===== config.mk =====
export PLATFORM = sky130hd
export DESIGN_NAME = ram_arbiter
export DESIGN_NICKNAME = d
export VERILOG_FILES = /design/src/rtl/ram_arbiter.sv
export SDC_FILE = /design/constraint.sdc
export NUM_CORES = 1
export LEC_CHECK = 0
export BUFFER_PORTS_ARGS = -buffer_cell sky130_fd_sc_hd__buf_2
export CORE_AREA = 5 5 145 147
export DETAILED_ROUTE_END_ITERATION = 6
export DIE_AREA = 0 0 150 152
export SYNTH_ARGS = -nofsm -noshare
export SYNTH_HDL_FRONTEND = slang
export SYNTH_HIERARCHICAL = 1
export SYNTH_SLANG_ARGS = --single-unit
export TNS_END_PERCENT = 1

===== constraint.sdc =====
create_clock -name clk -period 1.7 [get_ports clk]
set_input_delay 0.17 -clock clk [delete_from_list [all_inputs] [get_ports clk]]
set_output_delay 0.17 -clock clk [all_outputs]
set_load 0.01 [all_outputs]

===== src/rtl/ram_arbiter.sv =====
// Arbitrates the shared program/data RAM between the bios loader and the CPU data and fetch ports.
// A tag pipeline routes every read word back to the requester that issued it.

module ram_arbiter_rsp #(
   parameter int DATA_WIDTH = 31
) (
   input  logic                clk,
   input  logic                rst,
   input  logic                vld,
   input  logic [DATA_WIDTH:0] ram_rdata,
   output logic                rvalid,
   output logic [DATA_WIDTH:0] rdata
);
   logic [DATA_WIDTH:0] hold_q;

   // Ports that did not receive this word keep showing their last one.
   always_ff @(posedge clk) begin
      if (rst)      hold_q <= '0;
      else if (vld) hold_q <= ram_rdata;
   end

   assign rvalid = vld;
   assign rdata  = vld ? ram_rdata : hold_q;
endmodule

module ram_arbiter #(
   parameter int ADDR_WIDTH   = 31,
   parameter int DATA_WIDTH   = 31,
   parameter int READ_LATENCY = 1
) (
   input  logic                clk,
   input  logic                clk_en,
   input  logic                rst,
   input  logic                i_booted,
   input  logic                i_b_req,
   input  logic                i_b_we,
   input  logic [3:0]          i_b_be,
   input  logic [ADDR_WIDTH:0] i_b_addr,
   input  logic [DATA_WIDTH:0] i_b_wdata,
   output logic                o_b_gnt,
   output logic                o_b_rvalid,
   output logic [DATA_WIDTH:0] o_b_rdata,
   input  logic                i_d_req,
   input  logic                i_d_we,
   input  logic [3:0]          i_d_be,
   input  logic [ADDR_WIDTH:0] i_d_addr,
   input  logic [DATA_WIDTH:0] i_d_wdata,
   output logic                o_d_gnt,
   output logic                o_d_rvalid,
   output logic [DATA_WIDTH:0] o_d_rdata,
   input  logic                i_f_req,
   input  logic [ADDR_WIDTH:0] i_f_addr,
   output logic                o_f_gnt,
   output logic                o_f_rvalid,
   output logic [DATA_WIDTH:0] o_f_rdata,
   output logic                o_ram_en,
   output logic                o_ram_we,
   output logic [3:0]          o_ram_be,
   output logic [ADDR_WIDTH:0] o_ram_addr,
   output logic [DATA_WIDTH:0] o_ram_wdata,
   input  logic [DATA_WIDTH:0] i_ram_rdata,
   output logic                o_busy
);
   localparam int NUM_PORTS = 3;
   localparam int B = 2;
   localparam int D = 1;
   localparam int F = 0;
   localparam int CNT_W = $clog2(READ_LATENCY + 1);

   typedef struct packed {
      logic                we;
      logic [3:0]          be;
      logic [ADDR_WIDTH:0] addr;
      logic [DATA_WIDTH:0] wdata;
   } cmd_t;

   typedef enum logic [1:0] {LOCKED, SHARED, DRAIN} state_t;

   state_t                          state_q, state_d;
   logic                            ptr_q;
   logic [CNT_W-1:0]                cnt_q, cnt_d;
   logic [NUM_PORTS-1:0]            req, gnt, rd_tag, rvalid;
   cmd_t [NUM_PORTS-1:0]            cmd;
   cmd_t                            ram_cmd;
   logic [READ_LATENCY:1][NUM_PORTS-1:0]      tag_pipe;
   logic [NUM_PORTS-1:0][DATA_WIDTH:0]        rdata;

   assign req = {i_b_req, i_d_req, i_f_req};

   always_comb begin
      cmd    = '0;
      cmd[B] = '{we: i_b_we, be: i_b_be, addr: i_b_addr, wdata: i_b_wdata};
      cmd[D] = '{we: i_d_we, be: i_d_be, addr: i_d_addr, wdata: i_d_wdata};
      cmd[F] = '{we: 1'b0, be: 4'hF, addr: i_f_addr, wdata: '0};
   end

   always_ff @(posedge clk) begin
      if (rst) begin
         state_q <= LOCKED;
         ptr_q   <= 1'b0;
         cnt_q   <= '0;
      end else if (clk_en) begin
         state_q <= state_d;
         cnt_q   <= cnt_d;
         if (gnt[D] || gnt[F]) ptr_q <= ~ptr_q;
      end
   end

   // Grants are combinational and suppressed while reset or the clock enable is low.
   always_comb begin
      state_d = state_q;
      gnt     = '0;
      if (clk_en && !rst) begin
         case (state_q)
            LOCKED: begin
               gnt[B] = req[B];
               if (i_booted) state_d = SHARED;
            end
            SHARED: begin
               if (req[B])                 gnt[B] = 1'b1;
               else if (req[D] && req[F]) begin
                  if (ptr_q) gnt[F] = 1'b1;
                  else       gnt[D] = 1'b1;
               end
               else if (req[D])            gnt[D] = 1'b1;
               else if (req[F])            gnt[F] = 1'b1;
               if (!i_booted) state_d = DRAIN;
            end
            DRAIN: begin
               if (cnt_q == '0) state_d = LOCKED;
            end
            default: state_d = LOCKED;
         endcase
      end
   end

   always_comb begin
      ram_cmd = cmd[D];
      if (gnt[B])      ram_cmd = cmd[B];
      else if (gnt[F]) ram_cmd = cmd[F];
   end

   assign o_ram_en    = |gnt;
   assign o_ram_we    = ram_cmd.we;
   assign o_ram_be    = ram_cmd.be;
   assign o_ram_addr  = ram_cmd.addr;
   assign o_ram_wdata = ram_cmd.wdata;

   // Writes enter the pipeline as an empty tag so read slots stay aligned with RAM latency.
   assign rd_tag = gnt & {NUM_PORTS{~ram_cmd.we}};

   always_ff @(posedge clk) begin
      if (rst) begin
         tag_pipe <= '0;
      end else if (clk_en) begin
         tag_pipe[1] <= rd_tag;
         for (int s = 2; s <= READ_LATENCY; s++) tag_pipe[s] <= tag_pipe[s-1];
      end
   end

   assign rvalid = tag_pipe[READ_LATENCY] & {NUM_PORTS{clk_en & ~rst}};

   always_comb begin
      cnt_d = cnt_q;
      if (|rd_tag) cnt_d = cnt_d + CNT_W'(1);
      if (|rvalid) cnt_d = cnt_d - CNT_W'(1);
   end

   assign o_busy = (cnt_q != '0) || (state_q != SHARED);

   logic [NUM_PORTS-1:0] rv_out;

   for (genvar p = 0; p < NUM_PORTS; p++) begin : g_rsp
      ram_arbiter_rsp #(.DATA_WIDTH(DATA_WIDTH)) u_rsp (
         .clk       (clk),
         .rst       (rst),
         .vld       (rvalid[p]),
         .ram_rdata (i_ram_rdata),
         .rvalid    (rv_out[p]),
         .rdata     (rdata[p])
      );
   end

   assign o_b_gnt    = gnt[B];
   assign o_d_gnt    = gnt[D];
   assign o_f_gnt    = gnt[F];
   assign o_b_rvalid = rv_out[B];
   assign o_d_rvalid = rv_out[D];
   assign o_f_rvalid = rv_out[F];
   assign o_b_rdata  = rdata[B];
   assign o_d_rdata  = rdata[D];
   assign o_f_rdata  = rdata[F];

   a_gnt_onehot: assert property (@(posedge clk) $onehot0(gnt));
   a_cnt_bound:  assert property (@(posedge clk) disable iff (rst) cnt_q <= CNT_W'(READ_LATENCY));
   a_drain_idle: assert property (@(posedge clk) disable iff (rst) (state_q == DRAIN) |-> (gnt == '0));
endmodule


==> flow_summary.json, run 1 <==
{
  "vias": 5625,
  "yosysTopAreaCell": "dfxtp_1",
  "clockBufferDepth": 2,
  "required_ns": 1.53,
  "diodes": 0,
  "worstPathMaxFanout": 15,
  "ys_seq_area_frac": 0.355,
  "critPathCaptureType": "output port",
  "stdcell_area_um2": 9160,
  "outcome": "finished with violations",
  "clock_latency_ns": 0.35,
  "crit_type": "reg -> out",
  "worstRegToRegCells": 6,
  "finalSetupViolCount": 86,
  "synth-main-ff-cell": "dfxtp_1",
  "pre_cts_ws_ns": -0.335,
  "relSlewSlack": 0.694,
  "cp_top_family": "buffers and inverters",
  "post_dp_cell_area_um2": 8190,
  "dieHeight_um": 152,
  "netlist_area_um2": 5810,
  "synth_common_cells": "111 x nand2_1, 103 x dfxtp_1, 97 x nor2b_1, 90 x mux2_4, 41 x o21ai_0",
  "die_x_um": 150,
  "worstPathCellList": "nand4bb_4 > nor4_4 > buf_4 > buf_12 > mux2i_4 > o21ai_1 > buf_2",
  "firstDrtPassIters": 4,
  "cts.clk_slew.worst_paths_ns": 0.07,
  "worst-path-buf-inv": 3,
  "postSynth.asyncResetShare": 0,
  "ys_warn_count": 6,
  "hold_viol_final": 0,
  "numPortBuffers": 381,
  "ys_types": 36,
  "period_share": 1.25,
  "start_kind": "register",
  "antenna_found_initial": 3,
  "grt_overflow_total": 0,
  "cts_tree": "built",
  "initial_utilization": 0.294,
  "holdPathStages": 2,
  "hold-worst-slack_ns": 0.103,
  "syn_nets": 806,
  "timing.final.ws_setup_ns": -0.430,
  "first_global_vias": 5797,
  "gp_congestion": 0.936,
  "pin_count": 382,
  "leakage_nw": 4.30,
  "ant_nets": 0,
  "failed_checks": "setup timing",
  "final_nets": 1193,
  "drt_iter0_markers": 233,
  "grt_first_pass_wirelength_um": 35200,
  "numCtsBuffers": 9,
  "wire_per_inst_um": 19.2,
  "fp-row-count": 52,
  "skew_ns": 0.0110,
  "grt_usage": 0.201,
  "period_minus_slack_ns": 2.13,
  "fmax_mhz": 469,
  "viasPerCell": 4.47,
  "netlist_instances": 597,
  "cts.sink_count": 103,
  "vdd_drop_max_mv": 0.433,
  "h-tree-depth": 3,
  "powerDensity_nw_per_um2": 610,
  "synth_top_area_frac": 0.355,
  "slowest_stage": "dfxtp_2",
  "yosysMostFrequentCell": "nand2_1",
  "ctsHoldBuffers": 0,
  "root_buffer": "clkbuf_16",
  "fillers": 1946,
  "dieArea_um2": 22800,
  "drive_gt1_frac": 0.569,
  "synthToLayoutAreaGrowth_pct": 57.5,
  "crit_cells": 7,
  "max_stage_delay_ns": 0.33,
  "drcViolationCount": 0,
  "synth.area.top_cells": "dfxtp_1 35%, mux2_4 23%, nor2b_1 10%",
  "rsz0062_at_grt": "yes",
  "syn_avg_cell_area_um2": 9.74,
  "hp-class": "in -> reg",
  "ys_seq_elements": 103,
  "grt_start_max_net_pins": 95,
  "worstMarginPinSlew_ns": 0.459,
  "synth-edff-count": 0,
  "wl_um": 24200,
  "slew_violations": 0,
  "crit_arrival_ns": 1.96,
  "dp_hpwl_um": 19600,
  "core-area_um2": 19800,
  "max-cap-violations": 0
}
## worst reg2reg max path: stages, from the launching register on
cell	delay (ns)
dfxtp_2	0.34
nor3b_1	0.05
nand2_1	0.12
buf_4	0.19
buf_4	0.19
a2bb2oi_1	0.27
mux2i_1	0.21
## timing repair
action / CTS / global route
hold endpoints to repair: 0 / 0
gates cloned: 0 / 1
endpoints found under the setup margin: 168 / 166
setup buffers: 1 / 0
gates resized for setup: 107 / 36
pin swaps: 3 / 1
## per-layer routing
layer,vias up,GRT usage,share of wire
met5,-,0,0.00054
met4,2,0.0597,0.029
met3,40,0.0545,0.072
met2,238,0.349,0.49
met1,2585,0.242,0.41
li1,2760,-,-
## logic make-up after synthesis
group | after synthesis | share of synthesized area
buffers and inverters | 53 | 0.0654
and+or+nand+nor | 229 | 0.203
muxes | 129 | 0.301
DFF | 103 | 0.355
xor gates and xnor gates | 1 | 0.00151
AOI/OAI and AO/OA | 82 | 0.0749
## cell usage in the layout, fill, tap and decap left out, types with 2 or more instances in the layout
| master | synthesis | layout |
|---|---|---|
| mux2_2 | 6 | 3 |
| dfxtp_2 | 0 | 5 |
| o21ai_2 | 2 | 9 |
| inv_6 | 0 | 2 |
| dfxtp_1 | 103 | 98 |
| buf_12 | 3 | 14 |
| buf_6 | 14 | 82 |
| o21ai_0 | 41 | 19 |
| nor2b_1 | 97 | 97 |
| mux2i_1 | 33 | 30 |
| buf_4 | 4 | 34 |
| inv_1 | 4 | 4 |
| clkbuf_16 | 0 | 10 |
| buf_2 | 8 | 293 |
| mux2_4 | 90 | 93 |
| nand2_1 | 111 | 111 |
| o21ai_1 | 29 | 43 |
| nand3b_1 | 2 | 2 |
| and2_4 | 0 | 3 |
| a2bb2oi_1 | 2 | 2 |
| a21oi_1 | 4 | 4 |
| mux2i_2 | 0 | 2 |
| nor2_1 | 7 | 6 |
## power by group
part,internal [mW],switching [mW]
registers,2.42,0.00485
clock network,1.22,0.986
logic,0.449,0.509
total,4.09,1.50
## metrics by stage
stage / utilization / instances / setup TNS [ns] / total power, mW
4_1_cts: 0.454 / 1258 / -26.05 / 5.67
5_1_grt: 0.463 / 1259 / -33.02 / 5.83
2_1_floorplan: - / 597 / 0 / 2.81
6_report: 0.463 / 1259 / -19.60 / 5.59
3_5_place_dp: 0.414 / 1241 / -4.26 / 3.40
3_3_place_gp: 0.414 / 1241 / -1.84 / 3.40
## layout make-up
cell class                      instances  area, µm²  share of cell area
Multi-Input combinational cell        441       3460               0.378
Timing Repair Buffer                  424       2950               0.322
Sequential cell                       103       2070               0.226
Tap cell                              270        338              0.0369
Clock buffer                           10        239              0.0261
Clock inverter                          6       83.8             0.00915
Inverter                                5       18.8             0.00205
## state kept, by name, summed over array words and instances (netlist names)
register            count
g_rsp.u_rsp/hold_q     96
tag_pipe                3
state_q                 2
cnt_q                   1
ptr_q                   1
## worst paths after layout
| kind | from | end | slack, ns |
|---|---|---|---|
| hold / removal | rst | tag_pipe[1] | 0.10 |
| setup / recovery | state_q[1] | o_ram_addr[0] | -0.43 |
| setup reg to reg | state_q[1] | cnt_q | 0.28 |
| hold reg to reg | tag_pipe[1] | tag_pipe[1] | 0.47 |
No activity file was read; power rests on OpenSTA's default activity.
==> inputs of run 2 (changes only) <==
- ABC_AREA: default -> 1
- CORE_AREA: 5 5 145 147 -> default
- CORE_ASPECT_RATIO: default -> 0.75
- CORE_MARGIN: default -> 5
- CORE_UTILIZATION: default -> 36
- CTS_CLUSTER_SIZE: default -> 14
- DIE_AREA: 0 0 150 152 -> default
- HOLD_SLACK_MARGIN: default -> 0.03
- PLACE_DENSITY: default -> 0.67
==> flow_summary.json, run 2 <==
{
  "top_register": "g_rsp.u_rsp/hold_q",
  "grt_overflow_total": 0,
  "slew_violations": 0,
  "antenna_found_initial": 0,
  "worstRegToRegCells": 11,
  "synth_common_cells": "305 x inv_1, 251 x nand2_1, 182 x nand2_2, 103 x dfxtp_1, 91 x nor2_2",
  "ys_seq_elements": 103,
  "ys_types": 21,
  "grt_first_pass_wirelength_um": 38500,
  "firstDrtPassIters": 5,
  "worstPathMaxFanout": 7,
  "drive_gt1_frac": 0.494,
  "crit_type": "reg -> out",
  "root_buffer": "clkbuf_16",
  "powerDensity_nw_per_um2": 548,
  "final_common_cell": "buf_2",
  "cts.sink_count": 103,
  "fin_util": 0.517,
  "yosysTopAreaCell": "dfxtp_1",
  "timing.final.ws_setup_ns": -0.213,
  "fmax_mhz": 523,
  "crit_path_end": "o_ram_addr[10]",
  "crit_arrival_ns": 1.74,
  "dieHeight_um": 131,
  "netlist_area_um2": 7010,
  "cts_tree": "built",
  "cts.clk_slew.worst_paths_ns": 0.07,
  "vdd_drop_max_mv": 0.409,
  "viasPerCell": 4.30,
  "rr_startpoint": "state_q[0]",
  "die_x_um": 171,
  "synth-main-ff-cell": "dfxtp_1",
  "grt_start_max_net_pins": 102,
  "netlist_instances": 1140,
  "top_regs": "g_rsp.u_rsp/hold_q x96, tag_pipe x3, state_q x2",
  "yosysMostFrequentCell": "inv_1",
  "failed_checks": "setup timing",
  "period_share": 1.13,
  "leakage_nw": 6.23,
  "grt_usage": 0.222,
  "syn_avg_cell_area_um2": 6.15,
  "dp_hpwl_um": 20700,
  "synth_top_area_frac": 0.294,
  "final_nets": 1715,
  "hold_viol_final": 0,
  "outcome": "finished with violations",
  "worstMarginPinSlew_ns": 0.666,
  "numCtsBuffers": 9,
  "tns_ns": -8.53,
  "core-area_um2": 19300,
  "wire_per_inst_um": 15.1,
  "first_global_vias": 6874,
  "synth-edff-count": 0,
  "placedCellCount": 1739,
  "vias": 7587,
  "most-common-layout-cells": "357 x buf_2, 303 x inv_1, 237 x nand2_1, 192 x nand2_2, 99 x dfxtp_1",
  "skew_ns": 0.00909,
  "synthToLayoutAreaGrowth_pct": 42.0,
  "clock_latency_ns": 0.35,
  "max-cap-violations": 0,
  "period_minus_slack_ns": 1.91,
  "drcViolationCount": 0,
  "numPortBuffers": 381,
  "start_kind": "register",
  "hp-class": "in -> reg",
  "fp-row-count": 44,
  "relSlewSlack": 0.556,
  "ys_warn_count": 6,
  "h-tree-depth": 3,
  "initial_utilization": 0.364,
  "syn_nets": 1349,
  "finalNonFillerCells": 1764,
  "ys_seq_area_frac": 0.294,
  "pre_cts_ws_ns": 0.0320,
  "dieArea_um2": 22400,
  "finalSetupViolCount": 72,
  "stdcell_area_um2": 9960,
  "r2r-end": "cnt_q",
  "drt_iter0_markers": 443,
  "critPathCaptureType": "output port",
  "gp_congestion": 0.894,
  "required_ns": 1.53,
  "r2r_slack_ns": 0.10,
  "postSynth.asyncResetShare": 0,
  "post_dp_cell_area_um2": 9130,
  "synth.area.top_cells": "dfxtp_1 29%, inv_1 16%, nand2_2 16%",
  "wl_um": 26600,
  "ant_nets": 0,
  "diodes": 0,
  "clockBufferDepth": 2,
  "pin_count": 382,
  "rsz0062_at_grt": "yes",
  "largest_reg_flops": 96,
  "crit_start": "state_q[0]"
}
## run 2: cell families after synthesis
kind of cell / share of synthesized area
compound gates: 0.0425
flops: 0.294
simple gates: 0.438
buf+inv: 0.225
## run 2: where the power goes
group          switching (mW)  internal (mW)  total [mW]
Combinational           0.580          0.471        1.05
Clock                   0.965           1.02        1.98
Sequential            0.00662           2.42        2.43
## run 2: how the worst min path moves through the flow
stage                start  slack (ns)  cells past startpoint                        end
2_1_floorplan          rst        0.24                      1  g_rsp[0].u_rsp/hold_q[31]
3_5_place_dp   tag_pipe[2]        0.46                      2                tag_pipe[2]
3_3_place_gp   tag_pipe[2]        0.45                      2                tag_pipe[2]
6_report               rst        0.13                      4                      cnt_q
5_1_grt                rst        0.16                      4                      cnt_q
4_1_cts                rst        0.13                      4                      cnt_q
## run 2: worst max-delay path, stage by stage (launching register included)
cell and delay [ns]:
dfxtp_1 0.40, nand2_4 0.08, nor2_4 0.16, nand2_8 0.11
clkinv_8 0.11, buf_12 0.13, nand2_1 0.05, a31oi_1 0.17
buf_2 0.18
## run 2: through the flow
step,power [mW],hold slack (ns)
2_1_floorplan,2.90,0.237
3_3_place_gp,3.44,0.453
4_1_cts,5.49,0.126
6_report,5.46,0.135
5_1_grt,5.73,0.158
3_5_place_dp,3.44,0.458
## run 2: per-layer routing
metal	part of all wire	track usage	routed length, µm	up-vias
met5	0	0	0	-
met4	0.025	0.0619	659	0
met3	0.068	0.0496	1800	29
met2	0.47	0.379	12500	234
met1	0.44	0.285	11600	3384
li1	-	-	-	3940
## run 2: cell type report
cell class	instances	area, µm²
Sequential cell	103	2070
Clock buffer	10	229
Tap cell	253	317
Timing Repair Buffer	413	2520
Fill cell	1999	9310
Multi-Input combinational cell	667	3570
Clock inverter	6	50.0
Inverter	312	1200
## run 2: repair_timing
action,4_1_cts,5_1_grt
pin swaps,5,8
buffers inserted,3,2
gates cloned,2,3
resized for setup,62,46
setup endpoints to repair,167,168
hold buffers,0,0
hold endpoints to repair,0,0
